$ cat src/rtl/serial_subtractor.sv
// Bit-serial unsigned subtractor (LSB first) with start/done handshake, borrow flag and 7-seg display.
// Optional signed-overflow flag enabled by defining SUB_SIGNED_OVF_EN.
module serial_subtractor #(
    parameter int unsigned WIDTH = 8
) (
    input  logic             clock,
    input  logic             resetn,
    input  logic             start,
    input  logic [WIDTH-1:0] a,
    input  logic [WIDTH-1:0] b,
    output logic             busy,
    output logic             done,
    output logic [WIDTH-1:0] diff,
    output logic             borrow,
    output logic             ovf,
    output logic [0:6]       hex_hi,
    output logic [0:6]       hex_lo
);

    localparam int unsigned CNT_W = $clog2(WIDTH + 1);

    typedef enum logic [1:0] {
        ST_IDLE,
        ST_SHIFT,
        ST_DONE
    } state_t;

    state_t             state_q, state_d;
    logic [WIDTH-1:0]   a_sh_q, a_sh_d;
    logic [WIDTH-1:0]   b_sh_q, b_sh_d;
    logic [WIDTH-1:0]   res_q, res_d;
    logic               br_q, br_d;
    logic [CNT_W-1:0]   cnt_q, cnt_d;
    logic [WIDTH-1:0]   diff_q, diff_d;
    logic               borrow_q, borrow_d;
    logic               busy_q, busy_d;
    logic               done_q, done_d;
    logic               d_bit;
    logic               br_nxt;
    logic [WIDTH-1:0]   res_shift;

`ifdef SUB_SIGNED_OVF_EN
    logic               a_msb_q, a_msb_d;
    logic               b_msb_q, b_msb_d;
    logic               ovf_q, ovf_d;
`endif

    // One full-subtractor bit slice per cycle
    always_comb begin
        d_bit     = a_sh_q[0] ^ b_sh_q[0] ^ br_q;
        br_nxt    = (~a_sh_q[0] & b_sh_q[0]) | (~a_sh_q[0] & br_q) | (b_sh_q[0] & br_q);
        res_shift = {d_bit, res_q[WIDTH-1:1]};
    end

    // Next-state and datapath control
    always_comb begin
        state_d  = state_q;
        a_sh_d   = a_sh_q;
        b_sh_d   = b_sh_q;
        res_d    = res_q;
        br_d     = br_q;
        cnt_d    = cnt_q;
        diff_d   = diff_q;
        borrow_d = borrow_q;
        busy_d   = busy_q;
        done_d   = 1'b0;
`ifdef SUB_SIGNED_OVF_EN
        a_msb_d  = a_msb_q;
        b_msb_d  = b_msb_q;
        ovf_d    = ovf_q;
`endif
        case (state_q)
            ST_IDLE: begin
                if (start) begin
                    a_sh_d  = a;
                    b_sh_d  = b;
                    br_d    = 1'b0;
                    cnt_d   = '0;
                    busy_d  = 1'b1;
                    state_d = ST_SHIFT;
`ifdef SUB_SIGNED_OVF_EN
                    a_msb_d = a[WIDTH-1];
                    b_msb_d = b[WIDTH-1];
`endif
                end
            end
            ST_SHIFT: begin
                a_sh_d = a_sh_q >> 1;
                b_sh_d = b_sh_q >> 1;
                res_d  = res_shift;
                br_d   = br_nxt;
                cnt_d  = cnt_q + CNT_W'(1);
                if (cnt_q == CNT_W'(WIDTH - 1)) begin
                    diff_d   = res_shift;
                    borrow_d = br_nxt;
                    done_d   = 1'b1;
                    state_d  = ST_DONE;
`ifdef SUB_SIGNED_OVF_EN
                    // Final shifted-in bit is the result MSB
                    ovf_d = (a_msb_q != b_msb_q) & (d_bit != a_msb_q);
`endif
                end
            end
            ST_DONE: begin
                busy_d  = 1'b0;
                state_d = ST_IDLE;
            end
            default: begin
                busy_d  = 1'b0;
                state_d = ST_IDLE;
            end
        endcase
    end

    always_ff @(posedge clock or negedge resetn) begin
        if (!resetn) begin
            state_q  <= ST_IDLE;
            a_sh_q   <= '0;
            b_sh_q   <= '0;
            res_q    <= '0;
            br_q     <= 1'b0;
            cnt_q    <= '0;
            diff_q   <= '0;
            borrow_q <= 1'b0;
            busy_q   <= 1'b0;
            done_q   <= 1'b0;
        end else begin
            state_q  <= state_d;
            a_sh_q   <= a_sh_d;
            b_sh_q   <= b_sh_d;
            res_q    <= res_d;
            br_q     <= br_d;
            cnt_q    <= cnt_d;
            diff_q   <= diff_d;
            borrow_q <= borrow_d;
            busy_q   <= busy_d;
            done_q   <= done_d;
        end
    end

`ifdef SUB_SIGNED_OVF_EN
    always_ff @(posedge clock or negedge resetn) begin
        if (!resetn) begin
            a_msb_q <= 1'b0;
            b_msb_q <= 1'b0;
            ovf_q   <= 1'b0;
        end else begin
            a_msb_q <= a_msb_d;
            b_msb_q <= b_msb_d;
            ovf_q   <= ovf_d;
        end
    end

    assign ovf = ovf_q;
`else
    assign ovf = 1'b0;
`endif

    assign busy   = busy_q;
    assign done   = done_q;
    assign diff   = diff_q;
    assign borrow = borrow_q;

    // Active-low glyphs, bit order a..g from MSB to LSB of the returned vector
    function automatic logic [6:0] seg7(input logic [3:0] v);
        logic [6:0] s;
        case (v)
            4'h0: s = 7'b0000001;
            4'h1: s = 7'b1001111;
            4'h2: s = 7'b0010010;
            4'h3: s = 7'b0000110;
            4'h4: s = 7'b1001100;
            4'h5: s = 7'b0100100;
            4'h6: s = 7'b0100000;
            4'h7: s = 7'b0001111;
            4'h8: s = 7'b0000000;
            4'h9: s = 7'b0000100;
            4'hA: s = 7'b0001000;
            4'hB: s = 7'b1100000;
            4'hC: s = 7'b0110001;
            4'hD: s = 7'b1000010;
            4'hE: s = 7'b0110000;
            default: s = 7'b0111000;
        endcase
        return s;
    endfunction

    logic [7:0] diff8;

    // Narrow widths zero-extend, wide widths show only the low byte
    always_comb begin
        diff8  = 8'(diff_q);
        hex_hi = seg7(diff8[7:4]);
        hex_lo = seg7(diff8[3:0]);
    end

endmodule
$ cat config.mk
export PLATFORM = sky130hd
export DESIGN_NAME = serial_subtractor
export DESIGN_NICKNAME = d
export VERILOG_FILES = /design/src/rtl/serial_subtractor.sv
export SDC_FILE = /design/constraint.sdc
export NUM_CORES = 1
export LEC_CHECK = 0
export ABC_AREA = 1
export BUFFER_PORTS_ARGS = -buffer_cell sky130_fd_sc_hd__buf_4
export CAP_MARGIN = 20
export CORE_ASPECT_RATIO = 0.5
export CORE_MARGIN = 2
export CORE_UTILIZATION = 49
export DETAILED_ROUTE_END_ITERATION = 8
export PLACE_DENSITY = 0.72
export SLEW_MARGIN = 25
export SYNTH_ARGS = -nofsm -noshare
export SYNTH_HDL_FRONTEND = slang
export SYNTH_SLANG_ARGS = --single-unit
$ cat constraint.sdc
create_clock -name clock -period 2.5 [get_ports clock]
set_input_delay 0.75 -clock clock [delete_from_list [all_inputs] [get_ports clock]]
set_output_delay 0.75 -clock clock [all_outputs]
set_load 0.01 [all_outputs]
* Yosys cells after proc, flatten, opt, wreduce, memory -nomap -nowiden *
Memory sizes are Yosys's and may differ from the RTL's.
Cells that the tools add are included.

cells by class
  add/sub/neg operators = 1
  equal/unequal tests = 4
  mux-type cells = 15
  bitwise operators = 9
  reductions and logical operators = 6

operator list
  operator                                                          number
  8-bit case mux with 2 select lines                                2
  8-bit two-way mux                                                 2
  4-bit case mux with 2 select lines                                1
  2-bit AND reduction                                               4
  4-bit by 1-bit adder with 4-bit output (second input constant)    1
  4-bit by 3-bit == test with 1-bit output (second input constant)  1
  1-bit two-way mux                                                 4
  2-bit two-way mux                                                 2
  4-bit two-way mux                                                 1
  2-bit inequality test (second input constant)                     2
  1-bit case mux with 2 select lines                                2
  2-bit case mux with 2 select lines                                1
  1-bit AND                                                         3
  2-bit by 1-bit == test with 1-bit output (second input constant)  1
  2-bit logical NOT                                                 1
  1-bit inverter                                                    2
  1-bit bitwise OR                                                  2
  2-bit nonzero test                                                1
  1-bit bitwise XOR                                                 2

word-level totals
  bits in registers = 42
  memory bits (read-only) = 224
  input port bits = 19
  output and inout bits = 26
  word-level logic and storage cells = 47
  memories kept = 2

memory list
  memory           depth  bits a word  rd ports  clocked after Yosys merged registers in  write ports  RTL line  text
  (no name shown)  16     7            1         0                                        0            167       case (v)
  (no name shown)  16     7            1         0                                        0            167

* Longest topological paths before layout *
Gate-level depths: netlist of run 1.

  depth in word-level cells = 5
  mapped depth = 6
  depth with buffers taken out = 6

* Worst setup path before layout of run 1 *
OpenSTA, ideal clock, no wires.

  path type = register -> output
  from = register diff_q[0] (netlist: diff[0])
  to = output hex_lo[1] in the netlist's numbering
  arrival = 1.216 ns
  setup slack = 0.534 ns
  cell stages (with the launch flop) = 5
  buffers on the path = 0
  path through = dfrtp_1 > inv_1 > ha_1 > nand2_1 > o21ai_0

between the ends
  word-level cells in the longest chain between the ends = 1

RTL lines
  item                    RTL line  text
  start, declared         34        logic [WIDTH-1:0] diff_q, diff_d;
  start signal, assigned  134       diff_q <= diff_d;
  memory read 16 x 7 bit  n/a
  end, declared           17        output logic [0:6] hex_lo

Every way passes these cells.

* Worst setup path in the final report of run 1 *
  from = register diff_q[4] (netlist: diff[4])
  to = output hex_hi[3] in the netlist's numbering

between the ends
  word-level cells in the longest chain between the ends = 1

RTL lines
  item                    RTL line  text
  memory read 16 x 7 bit  n/a
  end, declared           16        output logic [0:6] hex_hi,

Every way passes these cells.

==> flow_metrics.tcl, run 1 <==
set metrics [dict create \
    status "completed" \
    cts_setup_buffers 0 \
    synth_seq_cells 41 \
    hpwl_um 2890 \
    drv_slew 0 \
    first_pass_iters 5 \
    synth_area_per_cell_um2 7.98 \
    vias_per_cell 5.06 \
    cp_slowest_stage_delay_ns 0.44 \
    cp-end-kind "output port" \
    cp-start-kind "register" \
    power_frac_comb_pct 50.8 \
    cts_buffer_depth 2 \
    pin_count 45 \
    multi_input_area_mm2 0.00105 \
    cts_buffers 5 \
    rr_worst_depth 6 \
    gp_congestion 0.856 \
    grt_pass1_wl_um 7490 \
    switching_share_pct 43.3 \
    path_delay_family "flip-flops" \
    rows 17 \
    synth.top_cell.area_share_pct 45.8 \
    worst_pin_slew_ns 0.506 \
    worstReg2RegEnd "diff[7]$_DFFE_PN0P_" \
    fin_crit_sh_pct 93.5 \
    p_sw_mw 1.50 \
    wl_um 4220 \
    cp.required_ns 1.75 \
    fin_setup_tns_ns 0 \
    hold_viol 0 \
    gr-usage-all-layers_pct 18.5 \
    hold_path.class "in2async" \
    initial_core_util_pct 50.9 \
    r2r_slack_ns 1.04 \
    insertion_delay_ns 0.29 \
    skew_ns 0.00491 \
    ys_seq_area_share_pct 45.8 \
    synth_largest_area_cell "dfrtp_1" \
    crit_chain "inv_1 > ha_1 > nor2_1 > o21ai_0 > nand2_1 > buf_4" \
    netlist_area_mm2 0.00224 \
    worst-path-max-fanout 6 \
    fin_area_mm2 0.00266 \
    leakage_nw 1.42 \
    path_class "reg2out" \
    p_int_mw 1.96 \
    syn_nets 316 \
    via_count 1911 \
    cts.root.buffer_cell "clkbuf_8" \
    yosysUniqueCellTypes 22 \
    drtIter0Drc 89 \
    seq_area_mm2 0.00103 \
    syn_inst 281 \
    synth.area.mux_share_pct 0 \
    die_x_um 99.7 \
    yosys.area_share.simple_pct 31.0 \
    grt_pass1_vias 1739 \
    nFillCells 415 \
    ir_drop_uv 474 \
    fp.coreArea_mm2 0.00440 \
    dpl_cell_area_mm2 0.00256 \
    fmax_mhz 428 \
    cts_tree "built" \
    cts_sinks 41 \
    maxCapViolations 0 \
    rsz0062_at_grt "false" \
    antenna_found_initial 0 \
    synth_fa_ha_area_share_pct 9.26 \
    insertedDiodeCount 0 \
    cp.buffers_inverters 2 \
    hold_buffers 0 \
    overflow 0 \
    clkTransAtPathRegs_ns 0.08 \
    drc 0 \
    power_density_mw_per_mm2 1300 \
    synth_top_family_by_area "simple AND/OR/NAND/NOR gates" \
    synth_compound_area_share_pct 6.58 \
    dieArea_mm2 0.00517 \
    clkPwrFrac_pct 13.5 \
    ant_nets 0 \
    min_period_ns 2.34 \
    area.growth.synth_to_final_pct 18.7 \
    relSlewSlack_pct 66.3 \
    r2r-start "state_q[1]$_DFFE_PN0P_" \
    synthTopCellsByArea "dfrtp_1, nand2_1, nand3_1, ha_1, inv_1" \
    grt_max_degree 42 \
    dieHeight_um 51.8 \
    seqPwrFrac_pct 35.7 \
    routedWlPerCell_um 11.2 \
    yosysWarnings 0 \
    nets 355 \
    synth_xor_area_share_pct 0 \
    setup-violations-final 0 \
    h-tree-depth 2 \
    drive_gt1_share_pct 19.0 \
    cp_data_arrival_time_ns 1.59 \
    cp_slowest_cell "dfrtp_1" \
    io_buffers 43 \
]
==> cell usage in the layout, fill, tap and decap left out <==
cell type | Yosys | routed
inv_4 | 1 | 1
dfrtp_2 | 0 | 1
a31oi_1 | 2 | 2
dfrtp_1 | 41 | 40
nor2_1 | 8 | 8
clkbuf_8 | 0 | 7
o211ai_1 | 2 | 2
inv_2 | 2 | 3
ha_1 | 15 | 15
o21ai_1 | 5 | 5
nor2_4 | 2 | 2
inv_1 | 19 | 18
nand2_4 | 1 | 1
nand2_1 | 102 | 102
a21oi_1 | 5 | 5
nand2_2 | 2 | 2
nand4_1 | 1 | 1
conb_1 | 1 | 1
buf_4 | 1 | 43
fa_1 | 1 | 1
clkinv_2 | 0 | 1
nand3_1 | 46 | 46
o21ai_0 | 14 | 14
==> power by group through the flow <==
stage,Combinational [mW],Clock [mW],Sequential (mW)
floorplan,1.19,0,1.20
global placement,1.74,0,1.23
global route,2.03,0.507,1.29
CTS,1.78,0.485,1.24
detailed placement,1.78,0,1.25
finish,1.76,0.467,1.24
==> state kept, by name, summed over array words and instances, names as in the netlist, 2 cells and up <==
name	count
diff	8
b_sh_q	8
a_sh_q	8
res_q	7
state_q	2
cnt_q	4
==> layout make-up <==
class	count	share of cell area (%)
Clock buffer	7	3.62
Clock inverter	1	0.188
Inverter	22	3.20
Multi-Input combinational cell	207	39.6
Sequential cell	41	38.6
Tap cell	57	2.68
Timing Repair Buffer	43	12.1
==> metal layers <==
metal,wire length (um),GRT usage [%]
met1,2040,23.7
met2,1930,31.4
met3,200,3.63
met4,56,7.76
met5,0,0
==> cells in the mapped netlist, drive strengths merged <==
master and number:
a31oi 2, inv 22, buf 11, o211ai 2, nand2 105, o21ai 19
nand3 46, ha 15, nor2 10, nand4 1, conb 1, a21oi 5
dfrtp 41, fa 1
==> metrics by stage <==
| step | worst slack (ns) | cells | total power [mW] | hold slack [ns] | util [%] |
|---|---|---|---|---|---|
| 2_1_floorplan | 0.534 | 281 | 2.39 | 0.442 | - |
| 3_3_place_gp | 0.498 | 370 | 2.97 | 0.455 | 58.1 |
| 3_5_place_dp | 0.460 | 370 | 3.02 | 0.455 | 58.1 |
| 4_1_cts | 0.129 | 378 | 3.51 | 0.438 | 60.4 |
| 5_1_grt | 0.00506 | 378 | 3.83 | 0.462 | 60.5 |
| 6_report | 0.162 | 378 | 3.47 | 0.425 | 60.5 |
==> what timing repair did <==
action / in CTS / in global routing
hold endpoints to repair: 0 / 0
resized for setup: 0 / 2
setup endpoints to repair: 0 / 3
==> how the worst max path moves through the flow <==
| stage | cells after the start | slack [ns] | to | from |
|---|---|---|---|---|
| after floorplan | 4 | 0.53 | hex_lo[1] | diff[0]$_DFFE_PN0P_ |
| after global placement | 7 | 0.50 | hex_lo[3] | diff[0]$_DFFE_PN0P_ |
| final | 6 | 0.16 | hex_hi[3] | diff[4]$_DFFE_PN0P_ |
| after CTS | 6 | 0.13 | hex_hi[3] | diff[4]$_DFFE_PN0P_ |
| after global routing | 6 | 0.005 | hex_hi[3] | diff[5]$_DFFE_PN0P_ |
| after detailed placement | 6 | 0.46 | hex_hi[3] | diff[4]$_DFFE_PN0P_ |
==> cells by family after synthesis <==
| group | count (synthesis) |
|---|---|
| adder cells (fa/ha/maj) | 16 |
| AND/OR/NAND/NOR | 162 |
| buffers and inverters | 33 |
| AO/OA/AOI/OAI | 28 |
| other | 1 |
| flip-flops | 41 |
No activity file was read; power rests on OpenSTA's default activity.
==> run 2: changes to the inputs <==
--- a/config.mk
+++ b/config.mk
@@ -13,2 +13,3 @@
 export CORE_UTILIZATION = 49
+export CTS_CLUSTER_DIAMETER = 100
 export DETAILED_ROUTE_END_ITERATION = 8
==> constraint.sdc (replaced) <==
create_clock -name clock -period 2.5 [get_ports clock]
set_input_delay 0.375 -clock clock [delete_from_list [all_inputs] [get_ports clock]]
set_output_delay 0.375 -clock clock [all_outputs]
set_load 0.01 [all_outputs]
==> run 2 against run 1 <==
  * Sequential share of layout area about the same
  * Combinational power about the same
  * Non-clock buffer count unchanged
  * Via count increased by 0.78%
  * Final cell count unchanged
  * First-iteration DRC count increased by 27%
  * Flip-flop and latch count unchanged
  * Register-to-register slack about the same
  * Routed wire length increased by 0.55%
==> flow_metrics.tcl, run 2 (synthesis results as in run 1) <==
set metrics [dict create \
    cts.root.buffer_cell "clkbuf_8" \
    cts_resized 0 \
    r2r_slack_ns 1.03 \
    fin_ws_ns 0.520 \
    clkPwrFrac_pct 13.5 \
    hpwl_um 2910 \
    r2r-start "state_q[1]$_DFFE_PN0P_" \
    worst_pin_slew_ns 0.513 \
    cts_buffers 5 \
    setup-violations-final 0 \
    cts_setup_buffers 0 \
    hold_viol 0 \
    p_sw_mw 1.50 \
    vias_per_cell 5.10 \
    gr-usage-all-layers_pct 18.5 \
    fin_setup_tns_ns 0 \
    pin_count 45 \
    nets 355 \
    insertedDiodeCount 0 \
    via_count 1926 \
    dieHeight_um 51.8 \
    fin_cells 378 \
    hold_path.class "in2async" \
    first_pass_iters 4 \
    multi_input_area_mm2 0.00105 \
    cp_slowest_stage_delay_ns 0.45 \
    crit_chain "inv_1 > ha_1 > nor2_1 > o21ai_0 > nand2_1 > buf_4" \
    seqPwrFrac_pct 35.8 \
    layout_common_cells "nand2_1, nand3_1, buf_4" \
    cp-end-kind "output port" \
    switching_share_pct 43.4 \
    h-tree-depth 2 \
    rsz0062_at_grt "false" \
    p_int_mw 1.96 \
    grt_pass1_wl_um 7540 \
    cts_tree "built" \
    pre_cts_slack_ns 0.834 \
    cts_sinks 41 \
    ant_nets 0 \
    power_density_mw_per_mm2 1300 \
    relSlewSlack_pct 65.8 \
    finalPower_mw 3.47 \
    dpl_cell_area_mm2 0.00256 \
    fin_crit_sh_pct 79.2 \
    skew_ns 0.00671 \
    maxCapViolations 0 \
    drv_slew 0 \
    seq_area_mm2 0.00103 \
    area.growth.synth_to_final_pct 18.7 \
    leakage_nw 1.42 \
    cts_buffer_depth 2 \
    overflow 0 \
    path_class "reg2out" \
    antenna_found_initial 0 \
    rr_worst_depth 6 \
    drtIter0Drc 113 \
    fp.coreArea_mm2 0.00440 \
    hold_buffers 0 \
    wl_um 4240 \
    utilization_pct 60.4 \
    worst-path-max-fanout 6 \
    worstReg2RegEnd "diff[7]$_DFFE_PN0P_" \
    io_buffers 43 \
    rows 17 \
    drive_gt1_share_pct 18.4 \
    holdWs_ns 0.0544 \
    fmax_mhz 505 \
    cp-start-kind "register" \
    final_common_cell "nand2_1" \
    clkTransAtPathRegs_ns 0.08 \
    drc 0 \
    min_period_ns 1.98 \
    die_x_um 99.7 \
    initial_core_util_pct 50.9 \
    cp_slowest_cell "dfrtp_1" \
    dpl.cell_count 370 \
    grt_max_degree 42 \
    status "completed" \
    grt_pass1_vias 1731 \
    ir_drop_uv 496 \
    dieArea_mm2 0.00517 \
    cp.required_ns 2.12 \
    nFillCells 413 \
    power_frac_comb_pct 50.6 \
    insertion_delay_ns 0.29 \
    fin_area_mm2 0.00266 \
    cp_data_arrival_time_ns 1.60 \
    routedWlPerCell_um 11.2 \
    gp_congestion 0.856 \
]
run 2: changes by cell type in the layout (fill, tap and decap cells not counted):
cell	before	now
dfrtp_1	40	41
dfrtp_2	1	0
inv_1	18	19
inv_2	3	2
run 2: worst max path at each step:
stage,from,slack [ns],cells past startpoint,to
after detailed placement,diff[4]$_DFFE_PN0P_,0.83,6,hex_hi[3]
after CTS,diff[4]$_DFFE_PN0P_,0.51,6,hex_hi[3]
final,diff[4]$_DFFE_PN0P_,0.52,6,hex_hi[3]
after global placement,diff[0]$_DFFE_PN0P_,0.87,7,hex_lo[3]
after floorplan,diff[0]$_DFFE_PN0P_,0.91,4,hex_lo[1]
after global routing,diff[5]$_DFFE_PN0P_,0.34,6,hex_hi[3]
run 2: power by group through the flow:
stage	Sequential (mW)	Clock (mW)	Combinational, mW
after floorplan	1.20	0	1.19
after global placement	1.23	0	1.74
after detailed placement	1.25	0	1.77
after CTS	1.24	0.483	1.78
after global routing	1.29	0.507	2.03
final	1.24	0.469	1.75
run 2: critical path: cells and delay by family, from the launching register on:
family	cells	cell delay, ns
AOI/OAI and AO/OA	1	0.14
adders and majority gates	1	0.32
buffers and inverters	2	0.29
DFF	1	0.45
and+or+nand+nor	2	0.11
run 2: cell type report:
| type | instances | area share (%) |
|---|---|---|
| Multi-Input combinational cell | 207 | 39.6 |
| Clock inverter | 1 | 0.188 |
| Inverter | 22 | 3.20 |
| Clock buffer | 7 | 3.62 |
| Sequential cell | 41 | 38.6 |
| Tap cell | 57 | 2.68 |
| Timing Repair Buffer | 43 | 12.1 |
run 2: layer usage:
metal  vias to the layer above  track usage, %  wire length, um
li1                        980               -                -
met1                       897            24.1             2140
met2                        43            31.4             1880
met3                         6            3.76              169
met4                         0            6.85               51
met5                         -               0                0
==> run 3: changes to the inputs <==
- ABC_AREA: 1 -> 0
- PLACE_DENSITY: 0.72 -> 0.75
- clock period: 2.5 -> 1.7 ns (I/O delays scaled with it)
==> run 3 against run 2 <==
  * The flow now finishes with violations (negative setup slack)
  * Flip-flop and latch count unchanged
  * Global-route usage rose by 3.0 points
  * First-iteration DRC count down 42%
  * Via count is 1.6% higher
  * Critical endpoint is now hex_lo[3]
  * Largest power group unchanged
  * Highest routed layer unchanged
==> flow_metrics.tcl, run 3 <==
set metrics [dict create \
    insertedDiodeCount 0 \
    synth_area_per_cell_um2 9.83 \
    grt_pass1_wl_um 8800 \
    grt_max_degree 42 \
    h-tree-depth 2 \
    cts_buffer_depth 2 \
    grt_pass1_vias 1839 \
    cp-end-kind "output port" \
    area.growth.synth_to_final_pct 41.4 \
    crit_top_cell "inv_4" \
    setup-violations-final 12 \
    nets 344 \
    skew_ns 0.00592 \
    final_common_cell "buf_4" \
    yosysWarnings 0 \
    critPathCapture "hex_lo[3]" \
    ir_drop_uv 828 \
    yosysUniqueCellTypes 34 \
    rr_worst_depth 5 \
    routedWlPerCell_um 14.7 \
    cp_slowest_cell "mux4_2" \
    seqPwrFrac_pct 27.9 \
    ys.flop_type "dfrtp_1" \
    drc 0 \
    power_density_mw_per_mm2 1950 \
    power_frac_comb_pct 59.6 \
    drtIter0Drc 65 \
    crit_chain "inv_4 > ha_4 > inv_4 > mux4_2 > buf_6" \
    clkTransAtPathRegs_ns 0.07 \
    hold_path.class "in2reg" \
    r2r-start "cnt_q[0]$_DFFE_PN0P_" \
    synth_largest_area_cell "dfrtp_1" \
    cts.root.buffer_cell "clkbuf_8" \
    r2r_slack_ns 0.19 \
    overflow 0 \
    cp_slowest_stage_delay_ns 0.45 \
    rows 17 \
    synth.most_common_cell "dfrtp_1" \
    dieHeight_um 52.9 \
    rsz0062_at_grt "true" \
    finalPower_mw 6.45 \
    netlist_top_cells_count "dfrtp_1, nand2_1, o21ai_0" \
    clkPwrFrac_pct 12.4 \
    vias_per_cell 5.20 \
    hold_start "b[3]" \
    hpwl_um 3490 \
    synth_edf_count 0 \
    cp.required_ns 1.44 \
    status "complete, but fails checks" \
    fmax_mhz 512 \
    worst_pin_slew_ns 0.509 \
    path_class "reg2out" \
    dpl_cell_area_mm2 0.00283 \
    switching_share_pct 39.6 \
    p_int_mw 3.90 \
    cts_sinks 41 \
    via_count 1957 \
    pin_count 45 \
    layout_common_cells "buf_4, dfrtp_1, nand2_1" \
    gp_congestion 0.823 \
    synthTopCellsByArea "dfrtp_1, ha_1, o21ai_0, nor2b_1, mux2i_1" \
    fin_ws_ns -0.253 \
    leakage_nw 1.50 \
    pre_cts_slack_ns -0.0390 \
    first_pass_iters 4 \
    synth.top_cell.area_share_pct 43.9 \
    initial_core_util_pct 52.1 \
    antenna_found_initial 0 \
    wl_um 5540 \
    worst-path-max-fanout 4 \
    insertion_delay_ns 0.29 \
    cts_tree "built" \
    gr-usage-all-layers_pct 21.5 \
    hold_viol 0 \
    syn_inst 238 \
    syn_nets 273 \
    die_x_um 102 \
    io_buffers 43 \
    drive_gt1_share_pct 41.3 \
    cts_buffers 5 \
    cp-start-kind "register" \
    fin_crit_sh_pct 115 \
    async_flop_share_pct 100 \
    netlist_area_mm2 0.00234 \
    crit_path_start "diff[0]$_DFFE_PN0P_" \
    ys_seq_area_share_pct 43.9 \
    drv_slew 0 \
    dieArea_mm2 0.00537 \
    violations "negative setup slack" \
    synth_seq_cells 41 \
    min_period_ns 1.95 \
    p_sw_mw 2.56 \
    fp.coreArea_mm2 0.00449 \
    holdWs_ns 0.249 \
    maxCapViolations 0 \
    cp_data_arrival_time_ns 1.70 \
    fin_setup_tns_ns -1.82 \
    fin_area_mm2 0.00331 \
    ant_nets 0 \
    worstReg2RegEnd "diff[1]$_DFFE_PN0P_" \
    relSlewSlack_pct 66.1 \
]
run 3: cells by family after synthesis:
kind of cell | after synthesis | share of synthesized area, %
compound gates | 69 | 17.7
flops | 41 | 43.9
fa+ha+maj | 16 | 8.88
mux | 21 | 10.5
other cells | 1 | 0.160
buf+inv | 25 | 4.65
simple gates | 65 | 14.3
run 3: metrics by stage:
step | util, % | instances
3_3_place_gp | 63.0 | 353
5_1_grt | 73.7 | 376
4_1_cts | 70.8 | 369
6_report | 73.7 | 376
2_1_floorplan | - | 238
3_5_place_dp | 63.0 | 353
run 3: cell type report:
cell class,instances,area [um2]
clock buffers,6,82.6
well taps,66,82.6
fillers,309,1180
multi-input cells,172,1380
clock inverters,2,37.5
repair buffers,78,644
inverters,11,48.8
flip-flops and latches,41,1030
run 3: worst min-delay path by stage:
stage                       endpoint  slack, ns  depth (start not counted)
4_1_cts        a_sh_q[7]$_DFFE_PN0P_       0.24                          3
3_3_place_gp   b_sh_q[2]$_DFFE_PN0P_       0.26                          1
2_1_floorplan  a_sh_q[0]$_DFFE_PN0P_      -0.04                          0
6_report       b_sh_q[3]$_DFFE_PN0P_       0.25                          3
5_1_grt        b_sh_q[5]$_DFFE_PN0P_       0.24                          3
3_5_place_dp   b_sh_q[2]$_DFFE_PN0P_       0.26                          1
run 3: what timing repair did:
item	in CTS	in global routing
endpoints found under the setup margin	14	14
hold buffers	1	0
pin swaps	10	12
hold endpoints to repair	41	0
setup buffers	7	7
gates resized for setup	47	18
run 3: critical path, delay by kind of cell (launching register included):
kind	cells	cell delay [ns]
flops	1	0.44
fa+ha+maj	1	0.28
mux	1	0.45
buf+inv	3	0.25
run 3: per-layer routing:
layer / GRT usage, % / up-vias / wire length [um]
li1: - / 971 / -
met1: 28.7 / 940 / 2730
met2: 35.9 / 41 / 2580
met3: 4.49 / 5 / 187
met4: 6.53 / 0 / 34
met5: 0 / - / 0
run 3: power by group through the flow:
| stage | Sequential (mW) | Clock [mW] | Combinational, mW |
|---|---|---|---|
| 4_1_cts | 1.79 | 0.822 | 3.47 |
| 5_1_grt | 1.86 | 0.879 | 4.20 |
| 3_5_place_dp | 1.78 | 0 | 3.03 |
| 6_report | 1.80 | 0.803 | 3.85 |
| 3_3_place_gp | 1.76 | 0 | 2.90 |
| 2_1_floorplan | 1.77 | 0 | 1.77 |
